==> src/rtl/dma_stream_arbiter_pkg.sv <==
// Shared width constant, arbiter state type and the round-robin search helper
// used by the DMA stream arbiter.
package dma_stream_arbiter_pkg;

    localparam int DMA_DATA_W = 128;
    localparam int RR_MAX     = 8;

    typedef enum logic {
        ST_IDLE  = 1'b0,
        ST_GRANT = 1'b1
    } arb_state_e;

    // First set bit of req, searching upward from ptr+1 and wrapping at n.
    function automatic logic [2:0] rr_first_set(
        input logic [RR_MAX-1:0] req,
        input logic [2:0]        ptr,
        input int                n
    );
        logic [2:0] pick;
        logic       found;
        int         idx;
        pick  = ptr;
        found = 1'b0;
        for (int k = 1; k <= RR_MAX; k++) begin
            idx = int'(ptr) + k;
            if (idx >= n) idx = idx - n;
            if (!found && k <= n && req[idx[2:0]]) begin
                pick  = idx[2:0];
                found = 1'b1;
            end
        end
        return pick;
    endfunction

endpackage

==> src/rtl/dma_stream_arbiter_skid.sv <==
// axis_skid_buffer: two-entry (main + skid) register slice, 1-cycle latency.
// in_rdy is a flop driven only by occupancy, so out_rdy never reaches the input side.
module axis_skid_buffer #(
    parameter int W = 129
) (
    input  logic         clk,
    input  logic         rst_n,
    input  logic         in_vld,
    input  logic [W-1:0] in_dat,
    output logic         in_rdy,
    output logic         out_vld,
    output logic [W-1:0] out_dat,
    input  logic         out_rdy
);

    logic         out_vld_q, out_vld_d;
    logic [W-1:0] out_dat_q, out_dat_d;
    logic         skid_vld_q, skid_vld_d;
    logic [W-1:0] skid_dat_q, skid_dat_d;
    logic         in_rdy_q, in_rdy_d;
    logic         in_fire;

    always_comb begin
        in_fire    = in_vld & in_rdy_q;
        out_vld_d  = out_vld_q;
        out_dat_d  = out_dat_q;
        skid_vld_d = skid_vld_q;
        skid_dat_d = skid_dat_q;
        if (!out_vld_q || out_rdy) begin
            // Output slot frees up: a parked skid beat always goes first.
            if (skid_vld_q) begin
                out_vld_d  = 1'b1;
                out_dat_d  = skid_dat_q;
                skid_vld_d = 1'b0;
            end else begin
                out_vld_d = in_fire;
                if (in_fire) out_dat_d = in_dat;
            end
        end else if (in_fire) begin
            skid_vld_d = 1'b1;
            skid_dat_d = in_dat;
        end
        in_rdy_d = ~skid_vld_d;
    end

    always_ff @(posedge clk or negedge rst_n) begin
        if (!rst_n) begin
            out_vld_q  <= 1'b0;
            out_dat_q  <= '0;
            skid_vld_q <= 1'b0;
            skid_dat_q <= '0;
            in_rdy_q   <= 1'b1;
        end else begin
            out_vld_q  <= out_vld_d;
            out_dat_q  <= out_dat_d;
            skid_vld_q <= skid_vld_d;
            skid_dat_q <= skid_dat_d;
            in_rdy_q   <= in_rdy_d;
        end
    end

    assign in_rdy  = in_rdy_q;
    assign out_vld = out_vld_q;
    assign out_dat = out_dat_q;

endmodule

==> src/rtl/dma_stream_arbiter.sv <==
// Packet-level round-robin arbiter of NUM_SRC streams onto one DMA stream.
// Latency: 1 arbitration cycle per packet, 1 cycle data; backpressure via registered skid stage.
module dma_stream_arbiter
    import dma_stream_arbiter_pkg::*;
#(
    parameter int NUM_SRC = 4,
    parameter int DATA_W  = DMA_DATA_W,
    parameter int SRC_W   = 2
) (
    input  logic                      clk,
    input  logic                      rst_n,
    input  logic [NUM_SRC-1:0]        src_enable,
    input  logic [NUM_SRC*DATA_W-1:0] s_axis_tdata,
    input  logic [NUM_SRC-1:0]        s_axis_tlast,
    input  logic [NUM_SRC-1:0]        s_axis_tvalid,
    output logic [NUM_SRC-1:0]        s_axis_tready,
    output logic [DATA_W-1:0]         m_axis_dma_tdata,
    output logic                      m_axis_dma_tlast,
    output logic                      m_axis_dma_tvalid,
    input  logic                      m_axis_dma_tready,
    output logic                      busy,
    output logic [SRC_W-1:0]          grant_idx,
    output logic [31:0]               pkt_count
);

    arb_state_e        state_q, state_d;
    logic [SRC_W-1:0]  ptr_q, ptr_d;
    logic [SRC_W-1:0]  grant_q, grant_d;
    logic [31:0]       pkt_cnt_q, pkt_cnt_d;
    logic [RR_MAX-1:0] req_vec;
    logic [2:0]        rr_pick;
    logic              skid_in_vld, skid_in_rdy, skid_out_vld;
    logic [DATA_W:0]   skid_in_dat, skid_out_dat;
    logic              beat_fire;

    always_comb begin
        req_vec              = '0;
        req_vec[NUM_SRC-1:0] = s_axis_tvalid & src_enable;
        rr_pick              = rr_first_set(req_vec, 3'(ptr_q), NUM_SRC);
    end

    always_comb begin
        state_d       = state_q;
        ptr_d         = ptr_q;
        grant_d       = grant_q;
        s_axis_tready = '0;
        skid_in_vld   = 1'b0;
        skid_in_dat   = {s_axis_tlast[grant_q], s_axis_tdata[int'(grant_q)*DATA_W +: DATA_W]};
        beat_fire     = 1'b0;
        case (state_q)
            ST_IDLE: begin
                if (|req_vec) begin
                    grant_d = SRC_W'(rr_pick);
                    ptr_d   = SRC_W'(rr_pick);
                    state_d = ST_GRANT;
                end
            end
            ST_GRANT: begin
                // Grant is held until tlast, however long the source stalls.
                s_axis_tready[grant_q] = skid_in_rdy;
                skid_in_vld            = s_axis_tvalid[grant_q];
                beat_fire              = skid_in_vld & skid_in_rdy;
                if (beat_fire && s_axis_tlast[grant_q]) state_d = ST_IDLE;
            end
            default: state_d = ST_IDLE;
        endcase
    end

    always_comb begin
        pkt_cnt_d = pkt_cnt_q;
        if (skid_out_vld && m_axis_dma_tready && skid_out_dat[DATA_W]) pkt_cnt_d = pkt_cnt_q + 32'd1;
    end

    always_ff @(posedge clk or negedge rst_n) begin
        if (!rst_n) begin
            state_q   <= ST_IDLE;
            ptr_q     <= SRC_W'(NUM_SRC - 1);
            grant_q   <= '0;
            pkt_cnt_q <= '0;
        end else begin
            state_q   <= state_d;
            ptr_q     <= ptr_d;
            grant_q   <= grant_d;
            pkt_cnt_q <= pkt_cnt_d;
        end
    end

    axis_skid_buffer #(
        .W (DATA_W + 1)
    ) u_skid (
        .clk     (clk),
        .rst_n   (rst_n),
        .in_vld  (skid_in_vld),
        .in_dat  (skid_in_dat),
        .in_rdy  (skid_in_rdy),
        .out_vld (skid_out_vld),
        .out_dat (skid_out_dat),
        .out_rdy (m_axis_dma_tready)
    );

    assign m_axis_dma_tvalid = skid_out_vld;
    assign m_axis_dma_tlast  = skid_out_dat[DATA_W];
    assign m_axis_dma_tdata  = skid_out_dat[DATA_W-1:0];
    assign busy              = (state_q == ST_GRANT) | skid_out_vld;
    assign grant_idx         = grant_q;
    assign pkt_count         = pkt_cnt_q;

endmodule

==> config.mk <==
export PLATFORM = sky130hd
export DESIGN_NAME = dma_stream_arbiter
export DESIGN_NICKNAME = d
export VERILOG_FILES = /design/src/rtl/dma_stream_arbiter_pkg.sv /design/src/rtl/dma_stream_arbiter_skid.sv /design/src/rtl/dma_stream_arbiter.sv
export SDC_FILE = /design/constraint.sdc
export NUM_CORES = 1
export LEC_CHECK = 0
export CORE_AREA = 2 2 271 273
export CTS_BUF_LIST = sky130_fd_sc_hd__clkbuf_4
export DETAILED_ROUTE_END_ITERATION = 16
export DIE_AREA = 0 0 273 275
export SLEW_MARGIN = 20
export SYNTH_ARGS = -nofsm -noshare
export SYNTH_HDL_FRONTEND = slang
export SYNTH_SLANG_ARGS = --single-unit
==> constraint.sdc <==
create_clock -name clk -period 2.2 [get_ports clk]
set_input_delay 0.33 -clock clk [delete_from_list [all_inputs] [get_ports clk]]
set_output_delay 0.33 -clock clk [all_outputs]
set_load 0.1 [all_outputs]
==> results by group, run 1 <==
Outcome
  • Outcome: finished with violations
  • Failing checks: negative setup slack

Placement
  • Port Buf Inserts: between 600 and 700
  • Placer congestion estimate: between 0.8 and 0.9
  • Hpwl dp: between 40,000 and 50,000 um
  • Place WS: -0.311 ns
  • Placed Cells incl. Taps: about 2,800

GRT
  • GRT Overall Usage: between 10% and 20%
  • Pin count of the biggest net entering global routing: between 60 and 70
  • GR Layer Usage met2: a little over a quarter
  • Initial antenna violation count: 4
  • First-pass GRT wire length: roughly 85,000 um
  • Grt peak-use layer: met2
  • GRT Residual Overflow: 0
  • Vias in the first global route: roughly 14,000
  • GRT met3 Usage: under 10%
  • Grt met1 use: between 10% and 20%

Synth
  • Synth Flop Type: dfrtp_1
  • Cells after Synth: approximately 1,200
  • Async set or reset register ratio after synthesis: 100%
  • Number of synthesis warnings: 0
  • Post-Syn Area per Cell: about 13 um^2
  • Syn_nets: around 1,700
  • Post-synthesis cell area: about 0.016 mm^2
  • Synth cell types: between 40 and 50
  • Sequential area share after synthesis: 47.2%
  • Number of synthesized flops with an enable pin: 0
  • #FFs+latches synth: between 200 and 300

Run
  • Max-cap violations: 0

Cells and area
  • Count of non-filler cells in the finished layout: 3,031
  • Most frequent cells in the layout: clkdlybuf4s50_1, dfrtp_1, buf_4
  • Filler Cell Count: around 7,000
  • P&R area growth vs syn: 66.2%
  • Layout cells sized above 1: 35.5%
  • Final core utilization: a little over a third
  • Most common cell after layout, fill and taps aside: clkdlybuf4s50_1
  • Final-stage net count: 2,533

Routing
  • DR DRC count: 0
  • Initial DRC count: around 460
  • Via-to-Cell Ratio: about 4.4
  • First drt pass iteration count: 4
  • Antenna-violating nets left: 0
  • Avg WL per Cell: approximately 20 um
  • Final WL: roughly 60,000 um
  • Routed via count: 13,500

STA
  • Layout Skew: between 0.05 and 0.06 ns
  • Pins Over Slew Limit: 0
  • Worst Slack Setup Final: -0.113 ns
  • Tmin final: ~2.3 ns
  • Slew Limit Headroom: 54.4%
  • Final Hold Viols: 0
  • Final setup violation count: between 150 and 200
  • Worst Max-Slew Pin Slew: 0.681 ns
  • RSZ-0062 raised after global routing: true
  • Final worst-path cycle share: 105%
  • FMAX: ~430 MHz

Worst setup path
  • Slowest-stage cell, CP: dfrtp_4
  • Crit-path cells: buf_6 -> mux4_2 -> nor2b_4 -> nand3b_1 -> buf_12 -> buf_12 -> buf_4 -> mux2_2
  • Critical path's top delay family: multiplexers
  • Crit-path max FO: 8
  • Buf/Inv on CP: 4
  • CP Class: reg -> reg
  • Critical Path RT: roughly 2.9 ns
  • CP Launch Type: flop
  • Arr. time, crit path: 2.97 ns
  • Most frequent CP cell: buf_12
  • Kind of end point of the critical path: flop
  • Max stage delay on crit path: 0.49 ns

CTS
  • Clk slew on worst S/H paths: approximately 0.06 ns
  • Clock sinks: ~300
  • CTS tree: yes
  • Longest Clk Path Bufs: 3
  • Skew-Pair Late Insertion Delay: a little over 0.8 ns
  • Cts bufs inserted: 86
  • Clock Tree Root: clkbuf_4
  • CTS H-tree depth: 3

Min path
  • Hold WC Path Type: in -> async

Power and ir drop
  • Final Total Pwr: ~43 mW
  • Sequential share of power: 22.5%
  • P_int: 21.6 mW
  • Sw frac: slightly below 50%
  • Logic pwr share: about two thirds
  • Switching pwr: 21.1 mW
  • Clock power frac: between 10% and 20%
  • Cell Pwr Density: around 1600 mW/mm^2
  • Peak VDD IR: 0.762 mV
  • LEAKAGE: ~11 nW

Floorplanning
  • Num rows: 99
  • Die area: between 0.07 and 0.08 mm^2
  • Die X: 273 um
  • Starting density of the core: roughly 22%
  • Core Area: approximately 0.072 mm^2
  • IO Count: just under 700
  • Die Span Y: 275 um
==> cell type report <==
type | count | area [um^2] | area share, %
Timing Repair Buffer | 825 | 8580 | 32.7
Clock inverter | 26 | 148 | 0.562
Antenna cell | 5 | 12.5 | 0.0476
Clock buffer | 125 | 938 | 3.57
Inverter | 4 | 18.8 | 0.0715
Multi-Input combinational cell | 789 | 7870 | 30.0
Sequential cell | 298 | 7500 | 28.6
Tap cell | 959 | 1200 | 4.57
==> synthesized netlist by cell type, types with 2 or more instances <==
cell      count  area (um^2)
inv_1         4         15.0
and3_1        7         43.8
buf_2        18         90.1
xor2_1        6         52.6
nand2_1     153          574
clkbuf_1     34          128
a21oi_1       3         15.0
buf_6        23          259
dfstp_2       3         78.8
nand3b_1      2         15.0
o21ai_0      82          410
mux2i_1     130         1300
nor2_1        9         33.8
buf_1         2         7.51
nor4_1        2         12.5
nand4_1       6         37.5
mux4_2      131         2950
ha_1          2         25.0
or2_2         2         12.5
nand3_1      15         75.1
clkbuf_2      7         35.0
nor3_1        5         25.0
and4_1        4         35.0
mux2_2      131         1480
buf_4         5         37.5
a211oi_1      3         22.5
nand2b_1      2         12.5
dfrtp_1     295         7380
xnor2_1      26          228
o21ai_1      50          250
==> final timing paths <==
path	startpoint	endpoint	slack (ns)	cells past startpoint
max	grant_idx[1]	u_skid.skid_dat_q[47]	-0.11	8
min	rst_n	u_skid.out_dat[86]	0.09	2
max reg2reg	grant_idx[1]	u_skid.skid_dat_q[47]	-0.11	8
min reg2reg	u_skid.out_dat[5]	u_skid.out_dat[5]	0.48	2
max in group asynchronous	rst_n	u_skid.skid_dat_q[42]	0.61	3
min in group clk	m_axis_dma_tready	u_skid.out_vld	0.32	3
==> repair_timing <==
action / 4_1_cts / 5_1_grt
gates cloned: 5 / 18
hold buffers: 2 / 0
buffers inserted: 10 / 8
resized for setup: 27 / 25
pin swaps: 1 / 1
setup endpoints to repair: 32 / 253
endpoints found under the hold margin: 295 / 0
==> flip-flops by register name, indices dropped and copies added (netlist names) <==
signal	count
ptr_q	2
u_skid.skid_dat_q	129
state_q	1
pkt_count	32
u_skid.out_vld	1
grant_idx	2
u_skid.out_dat	129
u_skid.skid_vld_q	1
u_skid.in_rdy	1
==> power groups by stage <==
stage                     clock network, mW  logic (mW)  registers (mW)
after CTS                              5.50        26.8            9.62
after global routing                   5.84        29.5            9.94
after detailed placement                  0        25.7            9.70
after floorplan                           0        10.5            17.8
final                                  5.22        28.0            9.61
after global placement                    0        25.4            9.60
==> worst reg2reg max path, stage by stage (launching register included) <==
cell and delay (ns):
dfrtp_4 0.49, buf_6 0.14, mux4_2 0.46, nor2b_4 0.16
nand3b_1 0.12, buf_12 0.16, buf_12 0.17, buf_4 0.18
mux2_2 0.33
==> routing by layer <==
layer  wire [um]  part of all wire (%)
met1       23700                    39
met5           0                     0
met3        4400                   7.2
met4        1840                   3.0
met2       31100                    51
==> stage by stage <==
stage	TNS [ns]	hold WS (ns)	cell area [um^2]
6_report	-11.28	0.0948	26300
5_1_grt	-28.75	0.0105	26300
2_1_floorplan	-17.89	0.0344	16000
4_1_cts	-11.88	0.00104	25700
3_5_place_dp	-60.14	0.334	24200
3_3_place_gp	-56.11	0.324	24200
==> logic make-up (layout without fill, tap and decap cells) <==
logic type / count (synthesis) / in the layout / share of synthesized area (%)
muxes: 392 / 392 / 36.2
xor gates and xnor gates: 32 / 32 / 1.77
adders and majority gates: 2 / 2 / 0.158
DFF: 298 / 298 / 47.2
and+or+nand+nor: 212 / 212 / 5.84
AOI/OAI and AO/OA: 151 / 151 / 5.16
other: 0 / 5 / 0
buffers and inverters: 93 / 980 / 3.62
(Power assumes the default switching activity.)
==> run 2: changes to the inputs <==
--- a/config.mk
+++ b/config.mk
@@ -9,6 +9,7 @@
 export CTS_BUF_LIST = sky130_fd_sc_hd__clkbuf_4
 export DETAILED_ROUTE_END_ITERATION = 16
 export DIE_AREA = 0 0 273 275
+export SETUP_SLACK_MARGIN = 0.1
 export SLEW_MARGIN = 20
 export SYNTH_ARGS = -nofsm -noshare
 export SYNTH_HDL_FRONTEND = slang
==> run 2 against run 1 <==
  * Critical path type unchanged
  * Highest routed layer is now met5
  * Setup slack worse by 0.025 ns
  * Wire length rose by 7.7%
  * Clock skew decreased by 0.0030 ns
  * Largest cell class unchanged
  * The run still ends with negative setup slack left
  * Sequential share of layout area fell by 2.5 points
==> results by group, run 2 (same netlist as run 1, synthesis figures left out) <==
Worst setup path
  • CP Class: reg -> reg
  • Flop-to-flop setup slack: -0.14 ns (-0.02 ns)
  • Arr. time, crit path: 2.99 ns (+0.02 ns)
  • Crit-path max FO: 7 (-1)
  • Critical Path RT: 2.85 ns (about the same)
  • Kind of end point of the critical path: flop
  • CP Launch Type: flop

CTS
  • Cts bufs inserted: 84 (-2.3%)
  • CTS H-tree depth: 3 (unchanged)
  • Clock Tree Root: clkbuf_4
  • Clk slew on worst S/H paths: 0.07 ns (about the same)
  • CTS tree: yes
  • Clock sinks: 298 (unchanged)
  • Longest Clk Path Bufs: 3 (unchanged)
  • Skew-Pair Late Insertion Delay: 0.78 ns (-0.03 ns)

Placement
  • Placed cell area: 0.0242 mm^2 (about the same)
  • Placer congestion estimate: 0.821 (-1.5%)
  • Port Buf Inserts: 695 (unchanged)
  • Hpwl dp: 43,400 um (-0.65%)
  • Placed Cells incl. Taps: 2,842 (+0.28%)

Cells and area
  • Most frequent cells in the layout: clkdlybuf4s50_1, dfrtp_1, buf_4
  • P&R area growth vs syn: 82.2%
  • Count of non-filler cells in the finished layout: 3,086 (+1.8%)
  • Final-stage net count: 2,588 (+2.2%)
  • Final core utilization: 39.8% (+3.5 points)
  • Layout cells sized above 1: 47.3% (+12 points)
  • Most common cell after layout, fill and taps aside: clkdlybuf4s50_1
  • Post-route design area: 0.0288 mm^2 (+9.7%)

Routing
  • First drt pass iteration count: 5 (+1)
  • Initial DRC count: 563 (+23%)
  • DR DRC count: 0 (unchanged)
  • Final WL: 65,800 um (+7.7%)
  • Avg WL per Cell: 21.3 um (+5.8%)
  • Via-to-Cell Ratio: 4.54 (+2.1%)
  • Antenna-violating nets left: 0 (unchanged)
  • Routed via count: 14,000 (+3.9%)

GRT
  • Pin count of the biggest net entering global routing: 70 (+9.4%)
  • Initial antenna violation count: 7 (+3)
  • Vias in the first global route: 15,100 (+5.6%)
  • GRT Residual Overflow: 0 (unchanged)
  • First-pass GRT wire length: 91,600 um (+8.2%)
  • GRT Overall Usage: 16.1% (+1.2 points)

STA
  • Pins Over Slew Limit: 0 (unchanged)
  • Slew Limit Headroom: 58.0% (+3.5 points)
  • Worst Slack Setup Final: -0.138 ns (-0.0249 ns)
  • Worst Max-Slew Pin Slew: 0.629 ns (-0.0526 ns)
  • Layout Skew: 0.0521 ns (-0.00303 ns)
  • FMAX: 428 MHz (-1.1%)
  • RSZ-0062 raised after global routing: true
  • Setup TNS: -12.98 ns (-1.70 ns)
  • Final worst-path cycle share: 106% (+1.1 points)
  • Tmin final: 2.34 ns (+0.0249 ns)
  • Final Hold Viols: 0 (unchanged)
  • Final setup violation count: 224 (+20%)

Floorplanning
  • Die Span Y: 275 um (unchanged)
  • Die X: 273 um (unchanged)
  • Die area: 0.0751 mm^2 (unchanged)
  • Core Area: 0.0723 mm^2 (unchanged)
  • Starting density of the core: 21.8% (unchanged)
  • Num rows: 99 (unchanged)
  • IO Count: 696 (unchanged)

Run
  • Max-cap violations: 0 (unchanged)

Power and ir drop
  • LEAKAGE: 12.3 nW (+14%)
  • Cell Pwr Density: 1720 mW/mm^2 (+5.5%)
  • Peak VDD IR: 1.05 mV (+37%)
  • Final Total Pwr: 49.5 mW (+16%)

Outcome
  • Failing checks: negative setup slack
  • Outcome: finished with violations

Min path
  • Hold WC Path Type: in -> reg
-- run 2: cell types whose count changed in the layout (fill, tap and decap cells not counted), moves of 9 or more --
cell / delta
mux2_2: -119
mux2_4: +119
nand2_1: -116
buf_12: +10
o21ai_0: -17
o21ai_1: -68
buf_6: -9
nand2_2: +73
nand2_4: +43
o21ai_2: +83
buf_8: +25
buf_16: +23
clkinv_1: -10
-- run 2: area by class of cell --
cell class	instances	area (um^2)
clock buffers	133	998
well taps	959	1200
clock inverters	17	106
diodes	4	10.0
repair buffers	882	9770
flip-flops and latches	298	7510
multi-input cells	789	9190
fillers	6808	43500
inverters	4	18.8
-- run 2: through the flow --
stage | setup WS, ns | hold WS [ns]
5_1_grt | -0.233 | 0.238
4_1_cts | -0.199 | 0.169
2_1_floorplan | -0.130 | 0.0344
3_3_place_gp | -0.303 | 0.313
3_5_place_dp | -0.328 | 0.316
6_report | -0.138 | 0.307
-- run 2: power breakdown --
part	internal, mW	switching (mW)
Combinational	14.6	19.4
Sequential	8.11	1.98
Clock	2.85	2.48
-- run 2: path summary, 6_finish.rpt --
kind | startpoint | endpoint | cells after the start
min reg2reg | pkt_count[31] | pkt_count[31] | 1
max reg2reg | grant_idx[1] | u_skid.skid_dat_q[40] | 9
max | grant_idx[1] | u_skid.skid_dat_q[40] | 9
min in group asynchronous | rst_n | u_skid.skid_dat_q[61] | 3
min | m_axis_dma_tready | u_skid.out_vld | 3
max in group asynchronous | rst_n | u_skid.skid_dat_q[64] | 4
-- run 2: timing repair --
action	4_1_cts	5_1_grt
gates cloned	23	22
gates resized for setup	252	280
pin swaps	28	130
buffers inserted	39	11
hold buffers	3	0
endpoints found under the hold margin	283	0
endpoints found under the setup margin	145	267
-- run 2: layer usage --
| metal | track usage (%) | wire (um) | part of all wire [%] |
|---|---|---|---|
| met5 | 0 | 59 | 0.090 |
| met1 | 18.8 | 26000 | 39 |
| met2 | 28.7 | 34000 | 52 |
| met4 | 5.18 | 1520 | 2.3 |
| met3 | 4.46 | 4230 | 6.4 |
-- run 2: critical path, cell delays in order, from the launching register on --
cell and delay, ns:
dfrtp_4 0.49, buf_6 0.12, mux4_2 0.44, nor2b_4 0.15
nand3b_1 0.13, buf_12 0.16, buf_16 0.17, buf_6 0.12
buf_12 0.12, mux2_4 0.30
